**src/rtl/alu_pkg.sv**
```systemverilog
// alu_pkg: shared ALU function encodings, RV32I opcode constants,
// skid-buffer state type and the decoded issue-entry record.
package alu_pkg;

    localparam logic [3:0] FN_ADD  = 4'b0000;
    localparam logic [3:0] FN_SUB  = 4'b1000;
    localparam logic [3:0] FN_SLL  = 4'b0001;
    localparam logic [3:0] FN_SLT  = 4'b0010;
    localparam logic [3:0] FN_SLTU = 4'b0011;
    localparam logic [3:0] FN_XOR  = 4'b0100;
    localparam logic [3:0] FN_SRL  = 4'b0101;
    localparam logic [3:0] FN_SRA  = 4'b1101;
    localparam logic [3:0] FN_OR   = 4'b0110;
    localparam logic [3:0] FN_AND  = 4'b0111;

    localparam logic [6:0] OPC_OP     = 7'b0110011;
    localparam logic [6:0] OPC_OP_IMM = 7'b0010011;
    localparam logic [6:0] OPC_LUI    = 7'b0110111;
    localparam logic [6:0] OPC_AUIPC  = 7'b0010111;

    typedef enum logic [1:0] {
        SKID_EMPTY,
        SKID_ONE,
        SKID_FULL
    } skid_state_t;

    typedef struct packed {
        logic [31:0] in0;
        logic [31:0] in1;
        logic [3:0]  func;
        logic [4:0]  rd;
        logic        wen;
        logic        illegal;
    } issue_entry_t;

endpackage

```
**src/rtl/alu_decode.sv**
```systemverilog
// alu_decode: combinational RV32I ALU-class decoder producing operands,
// function code, destination and legality for one instruction word.
module alu_decode
    import alu_pkg::*;
(
    input  logic [31:0]  i_inst,
    input  logic [31:0]  i_pc,
    input  logic [31:0]  i_rs1_val,
    input  logic [31:0]  i_rs2_val,
    output issue_entry_t o_entry
);

    logic [6:0]  w_opcode;
    logic [2:0]  w_funct3;
    logic [6:0]  w_funct7;
    logic [31:0] w_rs1;
    logic [31:0] w_rs2;
    logic [31:0] w_imm_i;
    logic [31:0] w_imm_u;
    logic        w_legal;

    assign w_opcode = i_inst[6:0];
    assign w_funct3 = i_inst[14:12];
    assign w_funct7 = i_inst[31:25];
    assign w_rs1    = (i_inst[19:15] == 5'd0) ? '0 : i_rs1_val;
    assign w_rs2    = (i_inst[24:20] == 5'd0) ? '0 : i_rs2_val;
    assign w_imm_i  = {{20{i_inst[31]}}, i_inst[31:20]};
    assign w_imm_u  = {i_inst[31:12], 12'b0};

    // Decode opcode class into operands/function; illegal words collapse to a zero-operand add
    always_comb begin
        o_entry    = '0;
        o_entry.rd = i_inst[11:7];
        w_legal    = 1'b0;
        case (w_opcode)
            OPC_OP: begin
                o_entry.in0  = w_rs1;
                o_entry.in1  = (w_funct3 == 3'b001 || w_funct3 == 3'b101) ?
                               {27'b0, w_rs2[4:0]} : w_rs2;
                o_entry.func = {i_inst[30], w_funct3};
                w_legal      = (w_funct7 == 7'b0000000) ||
                               (w_funct7 == 7'b0100000 &&
                                (w_funct3 == 3'b000 || w_funct3 == 3'b101));
            end
            OPC_OP_IMM: begin
                o_entry.in0 = w_rs1;
                case (w_funct3)
                    3'b001: begin
                        o_entry.in1  = {27'b0, i_inst[24:20]};
                        o_entry.func = FN_SLL;
                        w_legal      = (w_funct7 == 7'b0000000);
                    end
                    3'b101: begin
                        o_entry.in1  = {27'b0, i_inst[24:20]};
                        o_entry.func = {i_inst[30], 3'b101};
                        w_legal      = (w_funct7 == 7'b0000000) || (w_funct7 == 7'b0100000);
                    end
                    default: begin
                        o_entry.in1  = w_imm_i;
                        o_entry.func = {1'b0, w_funct3};
                        w_legal      = 1'b1;
                    end
                endcase
            end
            OPC_LUI: begin
                o_entry.in0  = '0;
                o_entry.in1  = w_imm_u;
                o_entry.func = FN_ADD;
                w_legal      = 1'b1;
            end
            OPC_AUIPC: begin
                o_entry.in0  = i_pc;
                o_entry.in1  = w_imm_u;
                o_entry.func = FN_ADD;
                w_legal      = 1'b1;
            end
            default: begin
                w_legal = 1'b0;
            end
        endcase
        if (!w_legal) begin
            o_entry.in0  = '0;
            o_entry.in1  = '0;
            o_entry.func = FN_ADD;
        end
        o_entry.illegal = !w_legal;
        o_entry.wen     = w_legal && (o_entry.rd != 5'd0);
    end

endmodule

```
**src/rtl/alu_issue.sv**
```systemverilog
// alu_issue: decode-to-ALU issue stage with a two-entry skid buffer.
// Optional result bypass enabled by defining macro ALU_FWD_EN.
module alu_issue
    import alu_pkg::*;
#(
    parameter int XLEN = 32
) (
    input  logic            clk,
    input  logic            rst,
    input  logic            in_valid,
    output logic            in_ready,
    input  logic [31:0]     in_inst,
    input  logic [XLEN-1:0] in_pc,
    input  logic [XLEN-1:0] in_rs1_val,
    input  logic [XLEN-1:0] in_rs2_val,
    input  logic            flush,
`ifdef ALU_FWD_EN
    input  logic            fwd_valid,
    input  logic [4:0]      fwd_rd,
    input  logic [XLEN-1:0] fwd_data,
`endif
    output logic            out_valid,
    input  logic            out_ready,
    output logic [XLEN-1:0] alu_in0,
    output logic [XLEN-1:0] alu_in1,
    output logic [3:0]      alu_func,
    output logic [4:0]      out_rd,
    output logic            out_wen,
    output logic            illegal
);

    skid_state_t  r_state;
    issue_entry_t r_head;
    issue_entry_t r_skid;
    issue_entry_t w_dec;
    logic [31:0]  w_rs1_val;
    logic [31:0]  w_rs2_val;
    logic         w_push;
    logic         w_pop;

`ifdef ALU_FWD_EN
    // Bypass replaces the raw register value before decode, so shift masking still applies
    assign w_rs1_val = (fwd_valid && fwd_rd != 5'd0 && fwd_rd == in_inst[19:15]) ? fwd_data : in_rs1_val;
    assign w_rs2_val = (fwd_valid && fwd_rd != 5'd0 && fwd_rd == in_inst[24:20]) ? fwd_data : in_rs2_val;
`else
    assign w_rs1_val = in_rs1_val;
    assign w_rs2_val = in_rs2_val;
`endif

    alu_decode u_decode (
        .i_inst    (in_inst),
        .i_pc      (in_pc),
        .i_rs1_val (w_rs1_val),
        .i_rs2_val (w_rs2_val),
        .o_entry   (w_dec)
    );

    assign in_ready  = !rst && (r_state != SKID_FULL);
    assign out_valid = (r_state != SKID_EMPTY);
    assign w_push    = in_valid && in_ready;
    assign w_pop     = out_valid && out_ready;

    assign alu_in0  = r_head.in0;
    assign alu_in1  = r_head.in1;
    assign alu_func = r_head.func;
    assign out_rd   = r_head.rd;
    assign out_wen  = r_head.wen;
    assign illegal  = r_head.illegal;

    // Skid-buffer FSM: head register drives the outputs, skid holds the second entry
    always_ff @(posedge clk or posedge rst) begin
        if (rst) begin
            r_state <= SKID_EMPTY;
            r_head  <= '0;
            r_skid  <= '0;
        end else if (flush) begin
            r_state <= SKID_EMPTY;
        end else begin
            case (r_state)
                SKID_EMPTY: begin
                    if (w_push) begin
                        r_head  <= w_dec;
                        r_state <= SKID_ONE;
                    end
                end
                SKID_ONE: begin
                    if (w_push && w_pop) begin
                        r_head <= w_dec;
                    end else if (w_push) begin
                        r_skid  <= w_dec;
                        r_state <= SKID_FULL;
                    end else if (w_pop) begin
                        r_state <= SKID_EMPTY;
                    end
                end
                SKID_FULL: begin
                    if (w_pop) begin
                        r_head  <= r_skid;
                        r_state <= SKID_ONE;
                    end
                end
                default: r_state <= SKID_EMPTY;
            endcase
        end
    end

endmodule

```
**config.mk**
```make
export PLATFORM = sky130hd
export DESIGN_NAME = alu_issue
export DESIGN_NICKNAME = d
export VERILOG_FILES = /design/src/rtl/alu_pkg.sv /design/src/rtl/alu_decode.sv /design/src/rtl/alu_issue.sv
export SDC_FILE = /design/constraint.sdc
export NUM_CORES = 1
export LEC_CHECK = 0
export BUFFER_PORTS_ARGS = -buffer_cell sky130_fd_sc_hd__buf_4
export CORE_ASPECT_RATIO = 0.5
export CORE_MARGIN = 5
export CORE_UTILIZATION = 53
export DETAILED_ROUTE_END_ITERATION = 6
export MAX_ROUTING_LAYER = met4
export PLACE_DENSITY = 0.81
export SLEW_MARGIN = 20
export SYNTH_ARGS = -nofsm -noshare
export SYNTH_HDL_FRONTEND = slang
export SYNTH_SLANG_ARGS = --single-unit
```
**constraint.sdc**
```tcl
create_clock -name clk -period 6.1 [get_ports clk]
set_input_delay 1.22 -clock clk [delete_from_list [all_inputs] [get_ports clk]]
set_output_delay 1.22 -clock clk [all_outputs]
set_load 0.01 [all_outputs]
```
; Word level (Yosys, flattened, before mapping)
; Index checks and enable logic that the tools add are counted.
[word_totals]
regBits = 152
word_cells = 75
[op_classes]
eq_ne = 17
mux = 19
bitwise_logic = 2
reduce_logical = 24
[op_table]
columns = cell, n
row1 = case mux 68 bit (4 select lines), 1
row2 = two-way mux 75 bit, 3
row3 = case mux 75 bit (3 select lines), 1
row4 = two-way mux 32 bit, 3
row5 = case mux 36 bit (2 select lines), 1
row6 = two-way mux 68 bit, 1
row7 = "equality test 7 x 6 -> 1 bit, second input constant", 3
row8 = "equality test 7 x 5 -> 1 bit, second input constant", 2
row9 = two-way mux 2 bit, 6
row10 = zero test 5 bit, 2
row11 = "!= test 3 bit, second input constant", 3
row12 = "!= test 2 bit, second input constant", 4
row13 = AND reduction 4 bit, 2
row14 = zero test 7 bit, 1
row15 = logical AND 1 bit, 6
row16 = case mux 2 bit (3 select lines), 1
row17 = AND reduction 5 bit, 1
row18 = nonzero test 5 bit, 1
row19 = logical OR 1 bit, 4
row20 = "!= test 4 bit, second input constant", 1
row21 = "equality test 3 x 1 -> 1 bit, second input constant", 1
row22 = "equality test 3 bit, second input constant", 1
row23 = zero test 3 bit, 1
row24 = case mux 1 bit (3 select lines), 1
row25 = 9 further kinds, 11

; Logic depth before layout (Yosys ltp)
[depth]
ltp_word = 8
mapped_depth = 8
depth_no_buf = 5

; By module
; Synthesis repeated with hierarchy kept, for this count alone.
[hier_totals]
hier_cells = 706
hier_area_um2 = 7604.8
[by_module_without_submodules]
columns = mod, n_inst, cells_per_inst, area_per_inst_um2, seq_area_each_um2
row1 = alu_issue, 1, 502, 6316.1, 3803.6
row2 = alu_decode, 1, 204, 1288.7, 0.0

; Worst setup path after synthesis
; No wires, ideal clock.
[synth_timing]
kind = input to register
startpoint = input in_inst[20]
endpoint = register r_head, in the netlist alu_in1[1]
arrival_time_ps = 2576
slack_ps = 3393
cell_stages = 6
cell_sequence = or4_1 o21a_1 clkbuf_1 a22o_1 nand3_1 o211ai_1
[synth_via]
elab_chain_cells = 7
elab_cells_between_ends = 8
[synth_rtl]
columns = item, line_no
row1 = from (decl), alu_issue.sv:12  ; input logic [31:0] in_inst,
row2 = zero test 5 bit *, alu_decode.sv:26  ; assign w_rs2 = (i_inst[24:20] == 5'd0) ? '0 : i_rs2_val;
row3 = two-way mux 32 bit *, alu_decode.sv:26
row4 = two-way mux 32 bit *, alu_decode.sv:38  ; o_entry.in1 = (w_funct3 == 3'b001 || w_funct3 == 3'b101) ?
row5 = case mux 68 bit (4 select lines) *, alu_decode.sv:35  ; case (w_opcode)
row6 = two-way mux 68 bit *, alu_decode.sv:81  ; if (!w_legal) begin
row7 = "two-way mux 75 bit, on equally long branches", "alu_issue.sv:87, alu_issue.sv:81"
row8 = case mux 75 bit (3 select lines) *, alu_issue.sv:79  ; case (r_state)
row9 = to (signal assigned), alu_issue.sv:82  ; r_head <= w_dec;
row10 = to (signal assigned), alu_issue.sv:88  ; r_head <= w_dec;
row11 = to (signal assigned), alu_issue.sv:98  ; r_head <= r_skid;
row12 = to (decl), alu_issue.sv:33  ; issue_entry_t r_head;
; Every way passes the cells marked *; elsewhere a longest branch is shown, timed or not. The select of a mux whose other input is x is not followed.
; A chain may end at the register's enable or synchronous reset.

; Final worst setup path
[layout_timing]
startpoint = input in_inst[25]
endpoint = register r_skid[22] (netlist name)
[layout_via]
elab_chain_cells = 5
elab_cells_between_ends = 8
[layout_rtl]
columns = item, line_no
row1 = equality test 7 x 6 -> 1 bit or zero test 7 bit (tied branches), --
row2 = logical OR 1 bit or logical AND 1 bit (tied branches), "alu_decode.sv:56, alu_decode.sv:42"
row3 = case mux 1 bit (2 select lines) or logical OR 1 bit (tied branches), "alu_decode.sv:47, alu_decode.sv:41"
row4 = case mux 1 bit (3 select lines) *, alu_decode.sv:35
row5 = two-way mux 68 bit *, alu_decode.sv:81
row6 = to (signal assigned), alu_issue.sv:90  ; r_skid <= w_dec;
row7 = to (decl), alu_issue.sv:34  ; issue_entry_t r_skid;
; Every way passes the cells marked *; elsewhere a longest branch is shown, timed or not.

==> reports/qor.csv <==
metric,value,unit
synth_area_per_cell,8.80,µm²
synthCells,855,
grt_pass1_wl,37.3,mm
hold_class,reg -> reg,
seq_power_share,0.438,
setup_violations,0,
crit_slowest_cell,o31ai_4,
synth_edf_count,0,
die_x,179,µm
yosysSeqAreaShare,0.505,
rsz0062_at_grt,false,
num_rows,30,
postRouteAntennaNets,0,
grt_max_degree,116,
synthFlopType,dfrtp_1,
synth_cell_types,50,
async_reset_ff_frac,1.00,
detail_route.wl_per_cell,19.2,µm
cts_setup_buffers,0,
ys_top_cells_by_count,"nand2_1 (165), dfrtp_1 (152), nand3_1 (113), clkbuf_1 (67), o21ai_0 (50)",
routed_wl,23.3,mm
max_stage_delay,0.81,ns
combPwrFrac,0.151,
ctsHoldBuffers,0,
synth_fp_nets,988,
synth-seq-cells,152,
io_buffers,209,
fin_nets,1142,
power,2.49,mW
ir_drop,0.168,mV
hold_path_end,r_skid[49]$_DFFE_PP0P_,
cp_num_buf_inv,2,
ctsHtreeMaxLevel,4,
diodes,0,
die_area,16800,µm²
arrival,3.92,ns
yosysMostFrequentCell,nand2_1,
drive_gt1_frac,0.268,
clock_path_buffers,2,
tns,0,ns
outcome,"complete, no violations",
start_util,0.548,
fillers,1072,
hp-start,r_skid[49]$_DFFE_PP0P_,
crit_type,in -> reg,
synth_top_area_cell,dfrtp_1,
num_io_pins,210,
chipHeight,94.3,µm
timing.rr.start,r_state[1]$_DFFE_PP0P_,
cp-end-kind,flip-flop,
crit_top_cell,buf_4,
insertion_delay,0.42,ns
finalClockSkew,0.00990,ns
p_switching,691,µW
hold_path_depth,2,
max-cap-violations,0,
cp-start-kind,input port,
synth_area,7520,µm²
power.density,257,nW/µm²
slew_violations,0,
coreArea,13700,µm²
antenna_found_initial,0,
slew_headroom,0.318,
place_congestion,0.928,
setup.worst_path.start,in_inst[25],
pwr-share-clk,0.411,
firstDrtPassIters,5,
path_clk_slew,0.06,ns
track_usage,0.283,
avgViaCountPerCell,6.07,
period_share,0.594,
drtIter0Drc,917,
cts_tree,done,
cp_cell_sequence,buf_4 > nor4_1 > a2bb2oi_1 > o31ai_4 > buf_4 > nand2_1 > o41ai_1,
timing.rr.end,alu_in1[4]$_DFFE_PP0P_,
synth_warnings,0,
ff2ff_path_depth,6,
crit_path_max_fanout,26,
cellInternalPower,1.80,mW
vias,7370,
grt_overflow,0,
drc,0,
cpLargestDelayFamily,compound AO/OA/AOI/OAI gates,
cts_resized,0,
p_leak,4.28,nW
rrSetupSlack,3.64,ns
cts_buffers,17,
worst_pin_slew,1.02,ns
fmax,276,MHz
post-place-cells,1182,
switching_share,0.277,
hold_viol,0,
grt_pass1_vias,7459,
synth_area_leaders,"dfrtp_1 (51%), nand2_1 (8.2%), nand3_1 (7.5%)",
cp.required,6.39,ns
dp_hpwl,15.1,mm
min_period,3.63,ns
synth_top_area_share,0.505,
clock-sinks,152,
finalNonFillerCells,1214,
cts_root_buf,clkbuf_16,
synthToLayoutAreaGrowth,29.0,%
placed cells by master (no fill, tap or decap), types with 17 or more instances in the layout:
cell       count
o21ai_0       50
buf_4        218
nand2_1      164
nor2_1        40
nand4_1       19
nand3_1      112
clkbuf_16     17
o21ai_1       17
dfrtp_1      152
a21oi_1       47
a22o_1        41
o211ai_1      48
registers in the layout, indices dropped and copies added (netlist names):
name      count
illegal       1
alu_func      4
alu_in0      32
out_wen       1
r_state       2
r_skid       75
alu_in1      32
out_rd        5
metrics by stage:
step                      hold slack, ns  utilization  area, µm²  setup WS [ns]
after floorplan                    0.444            -       7520          0.787
after global placement             0.461        0.665       9140           2.21
after detailed placement           0.470        0.665       9140           2.15
after CTS                          0.485        0.706       9700           2.53
after global routing               0.506        0.707       9710           2.25
final                              0.483        0.707       9710           2.47
power by group through the flow:
| stage | combinational (mW) | clock, mW | sequential [mW] |
|---|---|---|---|
| floorplan | 0.166 | 0 | 1.12 |
| global placement | 0.367 | 0 | 1.11 |
| detailed placement | 0.373 | 0 | 1.11 |
| CTS | 0.375 | 1.02 | 1.09 |
| global route | 0.408 | 1.08 | 1.10 |
| finish | 0.375 | 1.03 | 1.09 |
logic make-up (layout without fill, tap and decap cells):
kind of cell,after synthesis,after routing,synth area share
AO/OA/AOI/OAI,245,245,0.220
buffers and inverters,86,253,0.0447
flip-flops,152,152,0.505
multiplexers,6,6,0.00898
AND/OR/NAND/NOR,366,366,0.221
cell type report:
cell class / instances / area (µm²) / share of cell area
Timing Repair Buffer: 218 / 1640 / 0.169
Multi-Input combinational cell: 617 / 3440 / 0.355
Clock inverter: 14 / 139 / 0.0143
Clock buffer: 18 / 429 / 0.0442
Inverter: 3 / 18.8 / 0.00193
Tap cell: 192 / 240 / 0.0247
Sequential cell: 152 / 3800 / 0.392
layer usage:
layer / up-vias / track usage / part of all wire
met2: 359 / 0.456 / 0.49
met1: 3574 / 0.372 / 0.42
met5: - / - / 0
li1: 3398 / - / -
met3: 39 / 0.0434 / 0.077
met4: 0 / 0.0932 / 0.018
worst min-delay path: stages, from the launching register on:
cell,delay (ns)
dfrtp_1,0.34
nand2_1,0.04
o21ai_0,0.06
worst max-delay path by stage:
| stage | endpoint | cells after the start | slack, ns |
|---|---|---|---|
| after floorplan | alu_func[0]$_DFFE_PP0P_ | 1 | 0.79 |
| after global placement | r_skid[22]$_DFFE_PP0P_ | 7 | 2.21 |
| after detailed placement | r_skid[22]$_DFFE_PP0P_ | 7 | 2.15 |
| after CTS | r_skid[22]$_DFFE_PP0P_ | 7 | 2.53 |
| after global routing | r_skid[22]$_DFFE_PP0P_ | 7 | 2.25 |
| final | r_skid[22]$_DFFE_PP0P_ | 7 | 2.47 |
(Power assumes the default switching activity.)
